File: config.mk
export PLATFORM = sky130hd
export DESIGN_NAME = jtag_host_shifter
export DESIGN_NICKNAME = d
export VERILOG_FILES = /design/src/rtl/jtag_host_shifter.sv
export SDC_FILE = /design/constraint.sdc
export NUM_CORES = 1
export LEC_CHECK = 0
export CAP_MARGIN = 20
export CELL_PAD_IN_SITES_DETAIL_PLACEMENT = 1
export CELL_PAD_IN_SITES_GLOBAL_PLACEMENT = 1
export CORE_ASPECT_RATIO = 0.9
export CORE_MARGIN = 4
export CORE_UTILIZATION = 50
export DETAILED_ROUTE_END_ITERATION = 7
export DONT_BUFFER_PORTS = 1
export HOLD_SLACK_MARGIN = 0.03
export PLACE_DENSITY = 0.95
export SLEW_MARGIN = 30
export SYNTH_ARGS = -nofsm -noshare
export SYNTH_HDL_FRONTEND = slang
export SYNTH_SLANG_ARGS = --single-unit
File: constraint.sdc
create_clock -name clk_i -period 5.7 [get_ports clk_i]
set_input_delay 0.855 -clock clk_i [delete_from_list [all_inputs] [get_ports clk_i]]
set_output_delay 0.855 -clock clk_i [all_outputs]
set_load 0.01 [all_outputs]
File: src/rtl/jtag_host_shifter.sv
// JTAG initiator: generates TCK/TMS/TDI for TAP reset, IR scans and DR scans.
// It returns the TDO bits captured during the shift phase on data_out_o.
//
// state   | meaning
// IDLE    | waiting for start_i, TCK held low
// RST_SEQ | five TMS=1 periods, then one TMS=0 period (ends in Run-Test/Idle)
// HDR     | Run-Test/Idle to Shift-IR/DR walk (IR: 1,1,0,0  DR: 1,0,0)
// SHIFT   | N data periods, with TMS=1 on the last one (Exit1)
// TAIL    | Update (TMS=1), then Run-Test/Idle (TMS=0)
// FINISH  | one-cycle done_o pulse; a new command may be accepted here
module jtag_host_shifter #(
  parameter int DIV    = 2,
  parameter int MAXLEN = 32
) (
  input  logic              clk_i,
  input  logic              rst_n_i,
  input  logic              start_i,
  input  logic [1:0]        cmd_i,
  input  logic [4:0]        len_i,
  input  logic [MAXLEN-1:0] data_in_i,
  input  logic              tdo_i,
  output logic              busy_o,
  output logic              done_o,
  output logic [MAXLEN-1:0] data_out_o,
  output logic              tck_o,
  output logic              tms_o,
  output logic              tdi_o
);

  localparam int DW = (DIV > 1) ? $clog2(DIV) : 1;
  localparam int IW = $clog2(MAXLEN);

  typedef enum logic [2:0] {
    IDLE, RST_SEQ, HDR, SHIFT, TAIL, FINISH
  } state_t;

  state_t            state_q, state_d, nxt_st;
  logic [DW-1:0]     div_q, div_d;
  logic              tck_q, tck_d;
  logic              tms_q, tms_d;
  logic              tdi_q, tdi_d;
  logic [5:0]        cnt_q, cnt_d;
  logic [5:0]        len_q, len_d;
  logic              ir_q, ir_d;
  logic [MAXLEN-1:0] din_q, din_d;
  logic [MAXLEN-1:0] dout_q, dout_d;
  logic [5:0]        cnt_inc;

  function automatic logic tms_of(state_t st, logic [5:0] k, logic ir, logic [5:0] n);
    case (st)
      RST_SEQ: tms_of = (k != 6'd5);
      HDR:     tms_of = ir ? (k < 6'd2) : (k == 6'd0);
      SHIFT:   tms_of = (k == n - 6'd1);
      TAIL:    tms_of = (k == 6'd0);
      default: tms_of = 1'b0;
    endcase
  endfunction

  function automatic logic last_of(state_t st, logic [5:0] k, logic ir, logic [5:0] n);
    case (st)
      RST_SEQ: last_of = (k == 6'd5);
      HDR:     last_of = (k == (ir ? 6'd3 : 6'd2));
      SHIFT:   last_of = (k == n - 6'd1);
      TAIL:    last_of = (k == 6'd1);
      default: last_of = 1'b1;
    endcase
  endfunction

  function automatic state_t next_of(state_t st);
    case (st)
      HDR:     next_of = SHIFT;
      SHIFT:   next_of = TAIL;
      default: next_of = FINISH;
    endcase
  endfunction

  always_comb begin
    state_d = state_q;
    div_d   = div_q;
    tck_d   = tck_q;
    tms_d   = tms_q;
    tdi_d   = tdi_q;
    cnt_d   = cnt_q;
    len_d   = len_q;
    ir_d    = ir_q;
    din_d   = din_q;
    dout_d  = dout_q;
    nxt_st  = next_of(state_q);
    cnt_inc = cnt_q + 6'd1;

    case (state_q)
      IDLE, FINISH: begin
        if (state_q == FINISH) state_d = IDLE;
        if (start_i) begin
          ir_d    = (cmd_i == 2'b01);
          state_d = (cmd_i == 2'b01 || cmd_i == 2'b10) ? HDR : RST_SEQ;
          len_d   = (len_i == 5'd0) ? 6'd32 : {1'b0, len_i};
          din_d   = data_in_i;
          dout_d  = '0;
          cnt_d   = '0;
          div_d   = DW'(DIV - 1);
          tck_d   = 1'b0;
          tms_d   = 1'b1;
          tdi_d   = 1'b0;
        end
      end
      default: begin
        if (div_q != '0) begin
          div_d = div_q - DW'(1);
        end else begin
          div_d = DW'(DIV - 1);
          if (!tck_q) begin
            tck_d = 1'b1;
            if (state_q == SHIFT) dout_d[cnt_q[IW-1:0]] = tdo_i;
          end else begin
            // Falling edge: the next period's TMS/TDI launch together with it.
            tck_d = 1'b0;
            if (!last_of(state_q, cnt_q, ir_q, len_q)) begin
              cnt_d = cnt_inc;
              tms_d = tms_of(state_q, cnt_inc, ir_q, len_q);
              tdi_d = (state_q == SHIFT) ? din_q[cnt_inc[IW-1:0]] : 1'b0;
            end else begin
              state_d = nxt_st;
              cnt_d   = '0;
              tms_d   = tms_of(nxt_st, 6'd0, ir_q, len_q);
              tdi_d   = (nxt_st == SHIFT) ? din_q[0] : 1'b0;
            end
          end
        end
      end
    endcase
  end

  always_ff @(posedge clk_i) begin
    if (!rst_n_i) begin
      state_q <= IDLE;
      div_q   <= '0;
      tck_q   <= 1'b0;
      tms_q   <= 1'b1;
      tdi_q   <= 1'b0;
      cnt_q   <= '0;
      len_q   <= '0;
      ir_q    <= 1'b0;
      din_q   <= '0;
      dout_q  <= '0;
    end else begin
      state_q <= state_d;
      div_q   <= div_d;
      tck_q   <= tck_d;
      tms_q   <= tms_d;
      tdi_q   <= tdi_d;
      cnt_q   <= cnt_d;
      len_q   <= len_d;
      ir_q    <= ir_d;
      din_q   <= din_d;
      dout_q  <= dout_d;
    end
  end

  assign busy_o     = (state_q != IDLE) && (state_q != FINISH);
  assign done_o     = (state_q == FINISH);
  assign data_out_o = dout_q;
  assign tck_o      = tck_q;
  assign tms_o      = tms_q;
  assign tdi_o      = tdi_q;

endmodule

==> out/qor.yml <==
run_status:
  outcome: "finished clean"
synthesis:
  ys_ff_latch: 84
  synthesis.instances: 567
  synthArstFlopShare: 0
  ys_warn_count: 0
  synth_area_sq_um: 4350
  yosysSeqAreaShare: 0.387
  synth.distinct_cells: 55
  ys.flop_type: "dfxtp_1"
  synth_nets: 618
  synth_edf_count: 0
  syn_area_per_cell_sq_um: 7.67
critical_path:
  critical-path-max-stage-delay_ns: 0.84
  regToRegSetupSlack_ns: 2.29
  reg2reg_from: "cnt_q[0]"
  r2r_end: "tdi_o"
  critPathKind: "flop to flop"
  cp_data_arrival_time_ns: 3.63
  cp_slowest_cell: "dfxtp_1"
  start_kind: "flop"
  cp_top_family: "multiplexers"
  worstRegToRegCells: 6
  crit_top_cell: "mux4_2"
  path_cells: "inv_1, ha_1, mux4_2, mux4_2, o221ai_1, o21ai_0"
  cp-startpoint: "cnt_q[0]"
  crit_required_ns: 5.92
  worst-path-max-fanout: 18
  worst-path-buf-inv: 1
  worstSetupEndpointType: "flop"
die:
  io_pins: 80
  die-area_sq_um: 10300
  num_rows: 32
  die_h_microns: 96.5
  core_region_area_sq_um: 8530
  die_w_microns: 106
  initial_core_util: 0.510
place:
  place_hpwl_mm: 9.32
  gp_congestion: 0.932
  io_buffers: 0
  pre_cts_ws_ns: 2.43
  dp_cells: 648
drt:
  dr.first_iter.drc_count: 347
  dr_wl_met3_microns: 985
  wl_per_cell_microns: 21.0
  routed-via-count: 4155
  drt-met1-wl_mm: 5.74
  ant_nets: 0
  drc_errors: 0
  post_drt_via_cell_ratio: 6.26
  met2_length_mm: 6.88
  dr.pass1.iters: 5
  top_layer: "met4"
  wirelength_mm: 14.0
final_layout:
  final_cells: 664
  layout_common_cells: "nand2_1, a21oi_1, dfxtp_1, o21ai_0, nor2_1"
  drive_gt1_frac: 0.0789
  syn_to_final_growth_pct: 4.75
  final_common_cell: "nand2_1"
  fin_nets: 591
  postLayoutCoreUtil: 0.534
  num_antenna_cells: 0
  nFillCells: 1077
global_route:
  track_usage: 0.272
  grt_pass1_vias: 4257
  grt_overflow: 0
  grt_pass1_wl_mm: 22.2
  antenna_found_initial: 0
  grt_max_degree: 42
clock_tree:
  cts_buffers: 9
  cts.hold.buffers_added: 0
  postCtsResizedCells: 0
  clock-sinks: 84
  cts_tree: "built"
  cts_max_path_buffers: 2
  cts_root_buf: "clkbuf_8"
  path_clk_slew_ns: 0.10
  post_cts_buffers: 0
  htree_levels: 3
  clock_latency_ns: 0.35
sta:
  skew_ns: 0.00915
  rsz0062_at_grt: "no"
  timing.final.max_slew_violations: 0
  whs_ns: 0.465
  finalSetupTns_ns: 0
  max_slew_margin: 0.439
  max_freq_ghz: 0.293
  finalSetupViolations: 0
  worst_pin_slew_ns: 0.835
  finalCritPeriodShare: 0.598
  fin_ws_ns: 2.29
  finalHoldViolations: 0
  period_needed_ns: 3.41
hold_path:
  holdPathStages: 2
  min_from: "din_q[30]"
  hold_end: "din_q[30]"
  hp-class: "flop to flop"
job:
  drv_cap: 0
power_and_ir_drop:
  ir_worst_vdd_v: 0.000177
  power.leakage_nw: 1.59
  power.density_nw_per_um2: 379
## cell type report
type	instances	area (sq um)	area share
multi-input cells	427	2430	0.534
well taps	119	149	0.0327
flip-flops and latches	84	1680	0.369
clock inverters	7	81.3	0.0178
clock buffers	9	124	0.0272
inverters	13	48.8	0.0107
repair buffers	5	37.5	0.00824
## routing by layer
layer | vias up | global-route usage
met5 | - | 0
met4 | 0 | 0.0841
met3 | 39 | 0.0684
met2 | 177 | 0.472
met1 | 2043 | 0.336
li1 | 1896 | -
## report_power, final
group	total (mW)	switching, mW	internal [mW]
Clock	0.452	0.242	0.210
Sequential	0.708	0.0648	0.643
Combinational	0.569	0.380	0.190
## through the flow
stage	cell area, sq um	power [mW]
floorplan	4350	1.13
global placement	4350	1.23
detailed placement	4350	1.27
CTS	4560	1.72
global route	4560	1.82
finish	4560	1.73
## cells in the mapped netlist (5+ instances only)
| cell | count | area, sq um |
|---|---|---|
| nand2_1 | 131 | 492 |
| a21oi_1 | 104 | 521 |
| dfxtp_1 | 84 | 1680 |
| o21ai_0 | 43 | 215 |
| clkbuf_1 | 28 | 105 |
| nor2_1 | 28 | 105 |
| inv_1 | 13 | 48.8 |
| xnor2_1 | 11 | 96.3 |
| nor3_1 | 10 | 50.1 |
| mux4_2 | 9 | 203 |
| nand3_1 | 9 | 45.0 |
| ha_1 | 8 | 100 |
| buf_2 | 7 | 35.0 |
| nand2b_1 | 6 | 37.5 |
| xor2_1 | 6 | 52.6 |
| buf_1 | 5 | 18.8 |
## worst max path at each step
stage	to	depth (start not counted)
final	tdi_o	6
after global routing	tdi_o	6
after CTS	tdi_o	6
after detailed placement	tdi_o	6
after global placement	tdi_o	6
after floorplan	tdi_o	7
## worst min-delay path, delay by kind of cell (launching register included)
kind             cells  cell delay [ns]
flip-flops           1             0.32
AND/OR/NAND/NOR      1             0.05
AO/OA/AOI/OAI        1             0.05
## state kept, by name (all words and copies together) (netlist names)
signal	cells
cnt_q	6
data_out_o	32
ir_q	1
state_q	3
tms_o	1
div_q	1
din_q	32
tck_o	1
len_q	6
tdi_o	1
## cells by family (layout without fill, tap and decap cells)
logic type	after synthesis	after routing	synth area share
simple gates	216	216	0.222
flops	84	84	0.387
fa+ha+maj	8	8	0.0230
buf+inv	56	34	0.0544
mux	14	14	0.0584
xor+xnor	17	17	0.0342
compound gates	172	172	0.221
No activity file was read; power rests on OpenSTA's default activity.
